## config.mk

```make
export PLATFORM = sky130hd
export DESIGN_NAME = vram_arbiter
export DESIGN_NICKNAME = d
export VERILOG_FILES = /design/src/rtl/vram_arbiter.sv
export SDC_FILE = /design/constraint.sdc
export NUM_CORES = 1
export LEC_CHECK = 0
export BUFFER_PORTS_ARGS = -buffer_cell sky130_fd_sc_hd__buf_2
export CAP_MARGIN = 10
export CORE_ASPECT_RATIO = 1.2
export CORE_UTILIZATION = 40
export CTS_BUF_LIST = sky130_fd_sc_hd__clkbuf_8
export DETAILED_ROUTE_END_ITERATION = 10
export GPL_TIMING_DRIVEN = 0
export HOLD_SLACK_MARGIN = 0.15
export PLACE_DENSITY_LB_ADDON = 0.12
export SLEW_MARGIN = 20
export SYNTH_ARGS = -nofsm -noshare
export SYNTH_HDL_FRONTEND = slang
export SYNTH_SLANG_ARGS = --single-unit
export TNS_END_PERCENT = 30
```

## constraint.sdc

```tcl
create_clock -name clk -period 3 [get_ports clk]
set_clock_uncertainty 0.05 [all_clocks]
set_input_delay 0.15 -clock clk [delete_from_list [all_inputs] [get_ports clk]]
set_output_delay 0.15 -clock clk [all_outputs]
set_load 0.02 [all_outputs]
```

## src/rtl/vram_arbiter.sv

```systemverilog
// Video RAM port arbiter: VGA tile fetch has absolute priority, the CPU gets the
// single synchronous RAM port only in cycles where VGA is not fetching.
module vram_arbiter #(
  parameter int unsigned ADDR_W       = 16,
  parameter int unsigned DATA_W       = 16,
  parameter int unsigned STARVE_LIMIT = 1024,
  parameter int unsigned CNT_W        = 11
) (
  input  logic              clk,
  input  logic              rst_n,
  // VGA fetch path
  input  logic              vga_req,
  input  logic [ADDR_W-1:0] vga_addr,
  output logic [DATA_W-1:0] vga_rdata,
  // CPU request/ack interface
  input  logic              cpu_req,
  input  logic              cpu_we,
  input  logic [ADDR_W-1:0] cpu_addr,
  input  logic [DATA_W-1:0] cpu_wdata,
  output logic              cpu_ack,
  output logic [DATA_W-1:0] cpu_rdata,
  output logic              cpu_grant,
  output logic              cpu_starved,
  // RAM macro port
  output logic [ADDR_W-1:0] ram_addr,
  output logic [DATA_W-1:0] ram_wdata,
  output logic              ram_we,
  input  logic [DATA_W-1:0] ram_q
);

  typedef enum logic [1:0] {
    StIdle,
    StRdWait,
    StAck
  } state_e;

  localparam logic [CNT_W-1:0] StarveLimit = CNT_W'(STARVE_LIMIT);

  state_e            state_q, state_d;
  logic              cpu_ack_q, cpu_ack_d;
  logic [DATA_W-1:0] cpu_rdata_q, cpu_rdata_d;
  logic [CNT_W-1:0]  wait_cnt_q, wait_cnt_d;
  logic              cpu_starved_q, cpu_starved_d;

  // Port mux: VGA always wins; the CPU is only issued from IDLE, so a request
  // held through RD_WAIT/ACK is never issued twice.
  always_comb begin
    ram_addr  = '0;
    ram_we    = 1'b0;
    cpu_grant = 1'b0;
    if (vga_req) begin
      ram_addr = vga_addr;
    end else if (state_q == StIdle && cpu_req) begin
      ram_addr  = cpu_addr;
      ram_we    = cpu_we;
      cpu_grant = 1'b1;
    end
  end

  assign ram_wdata = cpu_wdata;
  assign vga_rdata = ram_q;

  always_comb begin
    state_d     = state_q;
    cpu_rdata_d = cpu_rdata_q;
    unique case (state_q)
      StIdle: begin
        if (cpu_grant) begin
          state_d = cpu_we ? StAck : StRdWait;
        end
      end
      StRdWait: begin
        // ram_q now carries the data for the CPU address issued last cycle.
        cpu_rdata_d = ram_q;
        state_d     = StAck;
      end
      StAck: begin
        state_d = StIdle;
      end
      default: begin
        state_d = StIdle;
      end
    endcase
  end

  assign cpu_ack_d = (state_d == StAck);

  // Starvation tracking: counts IDLE cycles lost to VGA, saturating at the limit.
  always_comb begin
    wait_cnt_d = wait_cnt_q;
    if (cpu_grant) begin
      wait_cnt_d = '0;
    end else if (state_q == StIdle && cpu_req && vga_req && wait_cnt_q != StarveLimit) begin
      wait_cnt_d = wait_cnt_q + 1'b1;
    end
  end

  assign cpu_starved_d = cpu_starved_q | (wait_cnt_d == StarveLimit);

  always_ff @(posedge clk or negedge rst_n) begin
    if (!rst_n) begin
      state_q       <= StIdle;
      cpu_ack_q     <= 1'b0;
      cpu_rdata_q   <= '0;
      wait_cnt_q    <= '0;
      cpu_starved_q <= 1'b0;
    end else begin
      state_q       <= state_d;
      cpu_ack_q     <= cpu_ack_d;
      cpu_rdata_q   <= cpu_rdata_d;
      wait_cnt_q    <= wait_cnt_d;
      cpu_starved_q <= cpu_starved_d;
    end
  end

  assign cpu_ack     = cpu_ack_q;
  assign cpu_rdata   = cpu_rdata_q;
  assign cpu_starved = cpu_starved_q;

endmodule
```

======== After elaboration in Yosys (flattened, before gate mapping) ========
Index checks and enable logic that the tools add are counted.
storage, ports and cells
  input port bits ......................... 69
  output and inout bits ................... 68
  flip-flop bits (word level) ............. 31
operators by class
  add/sub/neg operators ................... 1
  bitwise gates (word level) .............. 1
  reduce and logical (&&, ||, !) cells .... 4
  mux-type cells .......................... 11
  eq/ne operators ......................... 4
operators with widths
  kind                   number
  $mux 16                2
  $mux 11                2
  $add 11x1->11 const B  1
  $eq 11x11->1 const B   1
  $ne 11x11->1 const B   1
  $mux 1                 4
  $mux 2                 2
  $pmux 2 s2             1
  $logic_and 1x1->1      3
  $eq 2x1->1 const B     1
  $eq 2x2->1 const B     1
  $logic_not 2->1        1
  $or 1x1->1             1

======== Longest topological paths before layout ========
Gate-level depths: netlist (run 1).
  word-level depth ........................ 8
  mapped depth ............................ 7
  gate-level depth less buffers ........... 7

======== Worst setup path before layout (run 1) ========
No wires, ideal clock.
  path type ............................... reg2reg
  start point ............................. reg wait_cnt_q[0]
  end point ............................... reg cpu_starved_q, in the netlist cpu_starved
  arrival ................................. 1.971 ns
  period minus slack after synthesis ...... 2.124 ns
  cell stages (with the launch flop) ...... 8
  buffers on the path ..................... 0
  path slack .............................. 0.876 ns
  cell sequence ........................... dfrtp_1 -> inv_1 -> ha_1 -> or4b_4 -> nor4_2 -> a311oi_1 -> a2111o_1 -> o41ai_2
on the way
  cells in the longest elaborated chain, start to end .. 6
ends and longest elaborated chain
  item                                                                   line  source
  from (decl)                                                            42    logic [CNT_W-1:0] wait_cnt_q, wait_cnt_d;
  from (signal assigned)                                                 111   wait_cnt_q <= wait_cnt_d;
  parallel branches: the longest is 2 deep, another holds $add 11x1->11  --
  $mux 11 (*)                                                            93    end else if (state_q == StIdle && cpu_req && vga_req && wait_cnt_q != StarveLimit) begin
  $mux 11 (*)                                                            91    if (cpu_grant) begin
  $eq 11x11->1 (*)                                                       98    assign cpu_starved_d = cpu_starved_q | (wait_cnt_d == StarveLimit);
  $or 1x1->1 (*)                                                         98
  via cpu_starved_d                                                      43    logic cpu_starved_q, cpu_starved_d;
  to (signal assigned)                                                   112   cpu_starved_q <= cpu_starved_d;
  to (decl)                                                              43
Mark *: on every way through the listed nets, which the timed path passes.
A chain may end at the register's enable or synchronous reset.

======== Worst setup path in the final report (run 1) ========
  start point ............................. reg state_q[0]
  end point ............................... out ram_addr[9]
on the way
  cells in the longest elaborated chain, start to end .. 4
ends and longest elaborated chain
  item                    line  source
  from (decl)             39    state_e state_q, state_d;
  from (signal assigned)  102   state_q <= StIdle;
  from (signal assigned)  108   state_q <= state_d;
  $logic_not 2->1         53    end else if (state_q == StIdle && cpu_req) begin
  $logic_and 1x1->1       53
  $mux 16                 53
  $mux 16                 51    if (vga_req) begin
  to (decl)               25    output logic [ADDR_W-1:0] ram_addr,
No other way between the ends.

==> flow_summary_export.csv, run 1 <==
group,metric,value,unit
power,power.switching,0.000490,W
die,coreArea,4730,um2
placed_design,port-buffer-count,120,
drt,highest_layer,"met4",
drt,drt-wirelength-per-cell,12.3,um
synth,synthArstFlopShare,1.00,
sta,period_share,0.847,
worst_setup_path,critPathArrivalTime,2.34,ns
sta,maxSlewHeadroom,0.561,
drt,vias,2002,
sta,finalSetupViolations,0,
worst_setup_path,path_class,"register to primary output",
synth,synth_area_leaders,"dfrtp_1, buf_4, mux2_2",
drt,post_drt_via_cell_ratio,4.68,
synth,avgSynthCellArea,9.02,um2
drt,ant_nets,0,
synth,netlist_area,2020,um2
sta,slew_violations,0,
clock_network,cts_buffers,5,
layout,postLayoutCoreUtil,0.632,
worst_setup_path,required,2.80,ns
synth,synthFlopType,"dfrtp_1",
clock_network,cts_tree,"done",
die,start_util,0.427,
sta,fmax,394,MHz
sta,hold_viol,0,
layout,fin_area,2990,um2
synth,synth_edf_count,0,
synth,ys_seq_area_frac,0.384,
clock_network,cts_sinks,31,
power,irDropWorstVdd,0.351,mV
synth,yosys.area.top_type,"dfrtp_1",
placed_design,place_area,2690,um2
power,powerDensity,497,nW/um2
worst_setup_path,crit_fanout,10,
layout,diodes,0,
clock_network,cts_setup_buffers,0,
synth,synth_cell_types,44,
die,num_rows,27,
sta,period_minus_slack,2.54,ns
power,p_sw_frac,0.330,
die,die-area,5340,um2
status,outcome,"finished, final reports clean",
sta,rsz0062_at_grt,"no",
clock_network,cts_max_level,2,
power,leakagePower,1.54,nW
layout,final_nets,440,
drt,dr.first_iter.drc_count,58,
drt,totalWireLength,5260,um
global_routing,grt_max_degree,32,
global_routing,grt_pass1_vias,1817,
worst_setup_path,crit_top_cell,"clkbuf_1",
worst_setup_path,worst_setup_path_start_kind,"register",
synth,synth_top_area_share,0.384,
die,die_w,66.9,um
worst_setup_path,cp_cell_sequence,"nor3b_1 > clkbuf_1 > clkbuf_1 > nand2_1 > o21ai_0 > buf_2",
drt,drtPass1Iterations,4,
synth,synth_nets,295,
die,fp.dieH,79.8,um
drt,drt-met1-wl,2270,um
drt,dr_wl_met2,2630,um
global_routing,grt_usage,0.199,
worst_setup_path,endpoint_kind,"primary output",
power,clockPowerShare,0.283,
clock_network,cts-resized-gates,0,
clock_network,clockRootBuffer,"clkbuf_8",
synth,postSynthCellCount,224,
die,pin_count,137,
power,p_int,0.000995,W
placed_design,dp_hpwl,3780,um
synth,synth_most_common_cell,"nand2_1",
clock_network,cts_max_path_buffers,2,
min_path,min-delay-path-class,"input port to register",
power,pwr-share-comb,0.357,
clock_network,clk_pin_slew,0.07,ns
global_routing,grt_pass1_wl,8160,um
drt,route.detailed.drc,0,
placed_design,routabilityCongestion,0.900,
layout,layout-drive-gt1-share,0.514,
layout,fillers,436,
worst_setup_path,worst_path_max_delay_cell,"clkbuf_1",
power,power_frac_seq,0.359,
run,max_cap_violations,0,
global_routing,antenna_found_initial,0,
synth,synthTopCellsByCount,"nand2_1, buf_4, dfrtp_1, o21ai_0, mux2_2",
synth,synth_seq_cells,31,
sta,worst-slew-pin-transition,0.659,ns
worst_setup_path,crit_path_max_incr_delay,0.44,ns
global_routing,grt_overflow,0,
clock_network,clock_latency,0.28,ns
synth,ys_warn_count,0,
layout,area_delta_synth_final,48.1,%
sta,tns,0,ns
drt,met3_length,322,um
-- timing repair --
action	CTS	global route
endpoints found under the setup margin	0	0
endpoints found under the hold margin	48	0
hold buffers	18	0
-- worst paths after layout --
path,startpoint,endpoint,slack (ns),depth (start not counted)
setup / recovery,state_q[0],ram_addr[9],0.46,6
min in group asynchronous,rst_n,cpu_starved,0.39,2
hold reg to reg,cpu_starved,cpu_starved,0.42,2
setup reg to reg,wait_cnt_q[0],cpu_starved,0.70,7
max in group asynchronous,rst_n,cpu_rdata[13],2.08,2
hold / removal,vga_req,wait_cnt_q[3],0.23,3
-- cell families after synthesis --
group / synth area share
xor gates and xnor gates: 0.0304
buffers and inverters: 0.159
muxes: 0.0991
and+or+nand+nor: 0.206
AOI/OAI and AO/OA: 0.109
DFF: 0.384
adders and majority gates: 0.0124
-- flip-flops by register name, indices dropped and copies added, names as in the netlist --
register / count
cpu_ack: 1
cpu_rdata: 16
cpu_starved: 1
state_q: 2
wait_cnt_q: 11
-- layout make-up --
type | instances | area (um2) | area share
Sequential cell | 31 | 776 | 0.259
Inverter | 7 | 26.3 | 0.00879
Timing Repair Buffer | 138 | 781 | 0.261
Multi-Input combinational cell | 142 | 922 | 0.308
Clock inverter | 2 | 35.0 | 0.0117
Buffer | 44 | 295 | 0.0987
Tap cell | 58 | 72.6 | 0.0243
Clock buffer | 6 | 82.6 | 0.0276
-- placed cells by master (no fill, tap or decap), types with 2 or more instances in the layout --
cell type      instances
mux2_2                16
inv_1                  7
or2_2                  3
or4b_4                 2
mux2i_1                2
o21ai_0               21
buf_2                122
buf_4                 32
a21oi_1                3
xnor2_1                4
nand2_1               37
o22ai_1                2
clkbuf_8               6
ha_1                   2
nand3_1                5
clkbuf_1               9
xor2_1                 3
nor3_1                 5
dfrtp_1               31
nand4_1                2
nor4_2                 2
dlygate4sd3_1         18
nor2_1                11
-- power by group through the flow --
| stage | Sequential (W) | Combinational [W] | Clock, W |
|---|---|---|---|
| after detailed placement | 0.000540 | 0.000513 | 0 |
| after global placement | 0.000534 | 0.000506 | 0 |
| after floorplan | 0.000615 | 0.000255 | 0 |
| after global routing | 0.000540 | 0.000576 | 0.000457 |
| final | 0.000533 | 0.000531 | 0.000421 |
| after CTS | 0.000532 | 0.000532 | 0.000444 |
-- metrics by stage --
step                      instances  worst slack [ns]  hold WS [ns]  total power (W)
after global routing            428             0.229         0.274          0.00157
after CTS                       428             0.413         0.212          0.00151
after global placement          402             0.698         0.188          0.00104
final                           428             0.460         0.229          0.00148
after floorplan                 224             0.876        -0.196         0.000870
after detailed placement        402             0.740         0.180          0.00105
-- critical path, delay by kind of cell (launching register included) --
family,cells,cell delay (ns)
compound gates,1,0.18
buf+inv,3,1.02
flops,1,0.38
simple gates,2,0.47
-- per-layer routing --
layer | up-vias | GRT usage
li1 | 1023 | -
met1 | 906 | 0.236
met2 | 67 | 0.346
met3 | 6 | 0.0429
met4 | 0 | 0.0723
met5 | - | 0
Power figures use the tool's default switching activity.
==> run 2, diff against run 1 <==
--- a/config.mk
+++ b/config.mk
@@ -8,7 +8,7 @@
 export BUFFER_PORTS_ARGS = -buffer_cell sky130_fd_sc_hd__buf_2
 export CAP_MARGIN = 10
 export CORE_ASPECT_RATIO = 1.2
-export CORE_UTILIZATION = 40
+export CORE_UTILIZATION = 39
 export CTS_BUF_LIST = sky130_fd_sc_hd__clkbuf_8
 export DETAILED_ROUTE_END_ITERATION = 10
 export GPL_TIMING_DRIVEN = 0
==> constraint.sdc (replaced) <==
create_clock -name clk -period 2.14 [get_ports clk]
set_clock_uncertainty 0.05 [all_clocks]
set_input_delay 0.107 -clock clk [delete_from_list [all_inputs] [get_ports clk]]
set_output_delay 0.107 -clock clk [all_outputs]
set_load 0.02 [all_outputs]
==> run 2 against run 1 <==
  * The run now ends with negative setup slack left
  * Final area is 1.1% higher
  * Clock power is 9.5% higher
  * Die area is 2.5% higher
  * Cell count is 0.47% higher
  * Global-route usage is 0.64 points higher
  * Via count is 1.6% higher
  * Hold slack worse by 0.0066 ns
  * Sequential share of layout area is 0.24 points lower
  * First-iteration DRC count is 8.6% lower
  * Power is 34% higher
  * Largest power group is now combinational cells
  * Highest routed layer unchanged
==> flow_summary_export.csv, run 2 (synthesis results as in run 1) <==
group,metric,value,unit
worst_setup_path,crit_fanout,6,
die,coreArea,4940,um2
layout,diodes,0,
global_routing,grt_pass1_vias,1925,
sta,rsz0062_at_grt,"yes",
layout,largest_reg_flops,16,
worst_setup_path,rr_worst_depth,5,
layout,final_cell_mix,"buf_2, nand2_1, buf_4",
status,outcome,"finished, violations left",
worst_setup_path,required,2.27,ns
sta,slew_violations,0,
drt,post_drt_via_cell_ratio,4.73,
worst_setup_path,cp_cell_sequence,"or4b_4 > nor4_4 > a311oi_2 > a2111o_1 > o41ai_2",
layout,multi_input_area,965,um2
min_path,hp-start,"vga_req",
worst_setup_path,worst_setup_path_start_kind,"register",
worst_setup_path,crit_path_max_incr_delay,0.61,ns
min_path,hold_path_end,"wait_cnt_q[3]",
global_routing,grt_overflow,0,
drt,route.detailed.drc,0,
power,leakagePower,1.56,nW
power,powerDensity,657,nW/um2
sta,period_share,1.01,
min_path,min-delay-path-class,"input port to register",
sta,fin_ws,-0.0289,ns
run,max_cap_violations,0,
worst_setup_path,cp_top_family,"simple AND/OR/NAND/NOR gates",
worst_setup_path,critPathArrivalTime,2.30,ns
drt,totalWireLength,5390,um
drt,vias,2034,
die,num_rows,28,
die,fp.dieH,80.8,um
clock_network,clk_pin_slew,0.07,ns
layout,final_nets,441,
clock_network,cts_tree,"done",
sta,fmax,461,MHz
placed_design,dp_slack,-0.142,ns
worst_setup_path,path_class,"register to register",
status,violations,"negative setup slack",
worst_setup_path,r2r_slack,-0.03,ns
placed_design,port-buffer-count,120,
sta,worst-slew-pin-transition,0.690,ns
sta,finalSetupViolations,1,
die,start_util,0.409,
clock_network,cts_max_path_buffers,2,
global_routing,grt_max_degree,32,
layout,area_delta_synth_final,49.7,%
worst_setup_path,r2r-end,"cpu_starved",
layout,layout-drive-gt1-share,0.538,
clock_network,cts_max_level,2,
global_routing,grt_usage,0.206,
clock_network,cts_sinks,31,
drt,ant_nets,0,
sta,period_minus_slack,2.17,ns
worst_setup_path,worst_path_max_delay_cell,"or4b_4",
layout,regArea,777,um2
min_path,holdPathStages,3,
layout,fillers,440,
die,pin_count,137,
worst_setup_path,endpoint_kind,"register",
sta,tns,-0.0289,ns
sta,hold_slack,0.222,ns
clock_network,clockRootBuffer,"clkbuf_8",
drt,drtPass1Iterations,4,
sta,hold_viol,0,
clock_network,clock_latency,0.28,ns
clock_network,cts_buffers,5,
layout,postLayoutCoreUtil,0.612,
placed_design,dp_hpwl,3850,um
worst_setup_path,reg2reg_from,"wait_cnt_q[9]",
global_routing,antenna_found_initial,0,
global_routing,grt_pass1_wl,8470,um
power,irDropWorstVdd,0.441,mV
layout,final_common_cell,"buf_2",
worst_setup_path,crit_buf_inv,0,
die,die-area,5470,um2
drt,drt-wirelength-per-cell,12.5,um
placed_design,routabilityCongestion,0.841,
drt,dr.first_iter.drc_count,53,
sta,maxSlewHeadroom,0.540,
die,die_w,67.7,um
run 2: cell types whose count changed in the layout (fill, tap and decap cells not counted), sizes merged:
cell and change:
clkbuf -1, bufinv -1, buf +2
run 2: worst max-delay path by stage:
stage	start	end	slack [ns]	cells past startpoint
final	wait_cnt_q[9]	cpu_starved	-0.03	5
after global routing	wait_cnt_q[7]	cpu_starved	-0.15	6
after CTS	wait_cnt_q[0]	cpu_starved	-0.11	7
after detailed placement	wait_cnt_q[0]	cpu_starved	-0.14	7
after global placement	wait_cnt_q[0]	cpu_starved	-0.14	6
after floorplan	wait_cnt_q[0]	cpu_starved	0.02	7
run 2: worst reg2reg max path: stages (launching register included):
cell and delay [ns]:
dfrtp_1 0.44, or4b_4 0.61, nor4_4 0.29, a311oi_2 0.08, a2111o_1 0.42, o41ai_2 0.20
run 2: through the flow:
| step | instances | instance area (um2) | power [W] |
|---|---|---|---|
| 2_1_floorplan | 224 | 2020 | 0.00122 |
| 3_3_place_gp | 404 | 2700 | 0.00146 |
| 3_5_place_dp | 404 | 2700 | 0.00147 |
| 4_1_cts | 431 | 2990 | 0.00200 |
| 5_1_grt | 430 | 3020 | 0.00211 |
| 6_report | 430 | 3020 | 0.00199 |
run 2: per-layer routing:
layer | wire length, um | vias up | track usage
met1 | 2240 | 937 | 0.221
met5 | 0 | - | 0
met3 | 322 | 8 | 0.0492
met2 | 2760 | 69 | 0.382
met4 | 66 | 0 | 0.0702
li1 | - | 1020 | -
run 2: final cells by class:
class                           instances  area share
Multi-Input combinational cell        142       0.319
Timing Repair Buffer                  140       0.263
Sequential cell                        31       0.257
Buffer                                 43      0.0981
Clock buffer                            6      0.0273
Tap cell                               60      0.0248
Inverter                                7     0.00869
Clock inverter                          1     0.00166
run 2: report_power, final:
group          internal (W)  switching [W]  leakage [nW]  total, W
logic              0.000346       0.000440          1.12  0.000786
clock network      0.000252       0.000209        0.0470  0.000461
registers          0.000691      0.0000471         0.388  0.000738
run 2: repair_timing:
item / 4_1_cts / 5_1_grt
setup buffers: 2 / 0
hold endpoints to repair: 48 / 0
setup endpoints to repair: 9 / 10
resized for setup: 5 / 9
pin swaps: 0 / 4
hold buffers: 18 / 0
==> run 3, diff against run 2 <==
--- a/config.mk
+++ b/config.mk
@@ -13,7 +13,7 @@
 export DETAILED_ROUTE_END_ITERATION = 10
 export GPL_TIMING_DRIVEN = 0
 export HOLD_SLACK_MARGIN = 0.15
-export PLACE_DENSITY_LB_ADDON = 0.12
+export PLACE_DENSITY = 0.79
 export SLEW_MARGIN = 20
 export SYNTH_ARGS = -nofsm -noshare
 export SYNTH_HDL_FRONTEND = slang
==> run 3 against run 2 <==
  * The flow still finishes with violations (negative setup slack)
  * Sequential share of layout area up 0.13 points
  * Global-route usage down 1.3 points
  * Hold slack worse by 0.042 ns
  * Via count up 4.0%
  * Combinational power down 2%
  * Critical path depth up 2
  * Register-to-register slack about the same
  * Flip-flop and latch count unchanged
  * Setup slack better by 0.014 ns
  * Non-clock buffer count up 1
  * Fmax up 0.64%
==> flow_summary_export.csv, run 3 (synthesis results as in run 1) <==
group,metric,value,unit
run,max_cap_violations,0,
sta,rsz0062_at_grt,"yes",
die,coreArea,4940,um2
layout,area_delta_synth_final,48.7,%
worst_setup_path,path_class,"register to register",
global_routing,grt_overflow,0,
die,start_util,0.409,
layout,final_cell_mix,"buf_2, nand2_1, buf_4",
clock_network,cts_max_level,2,
clock_network,clockRootBuffer,"clkbuf_8",
sta,finalSetupViolations,2,
sta,tns,-0.0204,ns
clock_network,cts_tree,"done",
worst_setup_path,worst_path_max_delay_cell,"or4b_4",
layout,diodes,0,
placed_design,routabilityCongestion,0.871,
sta,period_share,1.01,
worst_setup_path,critPathArrivalTime,2.26,ns
sta,slew_violations,0,
worst_setup_path,crit_path_max_incr_delay,0.50,ns
worst_setup_path,worst_setup_path_start_kind,"register",
die,die_w,67.7,um
layout,largest_reg_flops,16,
clock_network,cts_sinks,31,
layout,stdcell_count,431,
placed_design,port-buffer-count,120,
clock_network,clock_latency,0.28,ns
global_routing,grt_max_degree,32,
drt,drt-wirelength-per-cell,11.8,um
clock_network,cts_max_path_buffers,2,
worst_setup_path,cp_cell_sequence,"inv_1 > ha_1 > or4b_4 > o311a_1 > a311oi_1 > a2111o_1 > o41ai_2",
sta,maxSlewHeadroom,0.542,
drt,post_drt_via_cell_ratio,4.91,
status,outcome,"finished, violations left",
worst_setup_path,crit_fanout,4,
drt,vias,2116,
placed_design,place_inst,404,
global_routing,antenna_found_initial,0,
drt,route.detailed.drc,0,
global_routing,grt_usage,0.193,
sta,period_minus_slack,2.16,ns
status,violations,"negative setup slack",
placed_design,dp_slack,-0.147,ns
clock_network,clk_pin_slew,0.07,ns
global_routing,grt_pass1_wl,8150,um
sta,fmax,464,MHz
drt,dr.first_iter.drc_count,98,
die,num_rows,28,
worst_setup_path,required,2.24,ns
global_routing,grt_pass1_vias,1981,
die,pin_count,137,
placed_design,dp_hpwl,3650,um
power,powerDensity,654,nW/um2
min_path,min-delay-path-class,"input port to register",
clock_network,cts_buffers,5,
power,irDropWorstVdd,0.296,mV
layout,final_common_cell,"buf_2",
layout,layout-drive-gt1-share,0.531,
sta,worst-slew-pin-transition,0.687,ns
sta,hold_viol,0,
die,die-area,5470,um2
drt,totalWireLength,5100,um
sta,fin_ws,-0.0151,ns
die,fp.dieH,80.8,um
layout,postLayoutCoreUtil,0.608,
power,leakagePower,1.56,nW
drt,drtPass1Iterations,4,
drt,ant_nets,0,
layout,final_nets,442,
worst_setup_path,endpoint_kind,"register",
==> run 3: metal layers <==
| metal | GRT usage | vias up | share of wire | wire, um |
|---|---|---|---|---|
| met3 | 0.0478 | 13 | 0.072 | 366 |
| li1 | - | 1030 | - | - |
| met1 | 0.198 | 982 | 0.38 | 1970 |
| met5 | 0 | - | 0 | 0 |
| met4 | 0.0660 | 0 | 0.014 | 74 |
| met2 | 0.367 | 91 | 0.53 | 2700 |
==> run 3: path summary, 6_finish.rpt <==
check	slack (ns)	depth (start not counted)	endpoint	startpoint
max	-0.02	7	cpu_starved	wait_cnt_q[0]
max in group asynchronous	1.23	2	cpu_rdata[12]	rst_n
min in group asynchronous	0.36	2	cpu_rdata[4]	rst_n
min	0.18	3	wait_cnt_q[3]	vga_req
max reg2reg	-0.02	7	cpu_starved	wait_cnt_q[0]
min reg2reg	0.42	2	cpu_starved	cpu_starved
==> run 3: what timing repair did <==
action	CTS	global route
pin swaps	1	1
hold buffers	18	0
setup endpoints to repair	9	9
endpoints found under the hold margin	48	0
setup buffers	2	0
resized for setup	6	4
==> run 3: area by class of cell <==
cell class / instances / area (um2)
fill: 428 / 1940
tap: 60 / 75.1
sequential: 31 / 776
inverter: 7 / 26.3
clock inverter: 1 / 5.00
buffer: 44 / 302
multi-input combinational: 142 / 941
clock buffer: 6 / 82.6
timing repair buffer: 140 / 796
==> run 3: through the flow <==
stage / power, W / area, um2 / hold WS, ns
final: 0.00196 / 3000 / 0.181
after global routing: 0.00209 / 3000 / 0.219
after CTS: 0.00198 / 2990 / 0.170
after detailed placement: 0.00147 / 2700 / 0.145
after global placement: 0.00145 / 2700 / 0.141
after floorplan: 0.00122 / 2020 / -0.239
==> run 3: worst max-delay path: cells and delay by family, from the launching register on <==
kind	cells	cell delay, ns
AOI/OAI and AO/OA	4	0.84
adders and majority gates	1	0.16
buffers and inverters	1	0.09
DFF	1	0.38
and+or+nand+nor	1	0.50
==> run 3: power by group <==
part           switching, W  internal (W)  total [W]
sequential        0.0000469      0.000691   0.000738
combinational      0.000429      0.000343   0.000772
clock              0.000204      0.000252   0.000455
total              0.000679       0.00129    0.00196
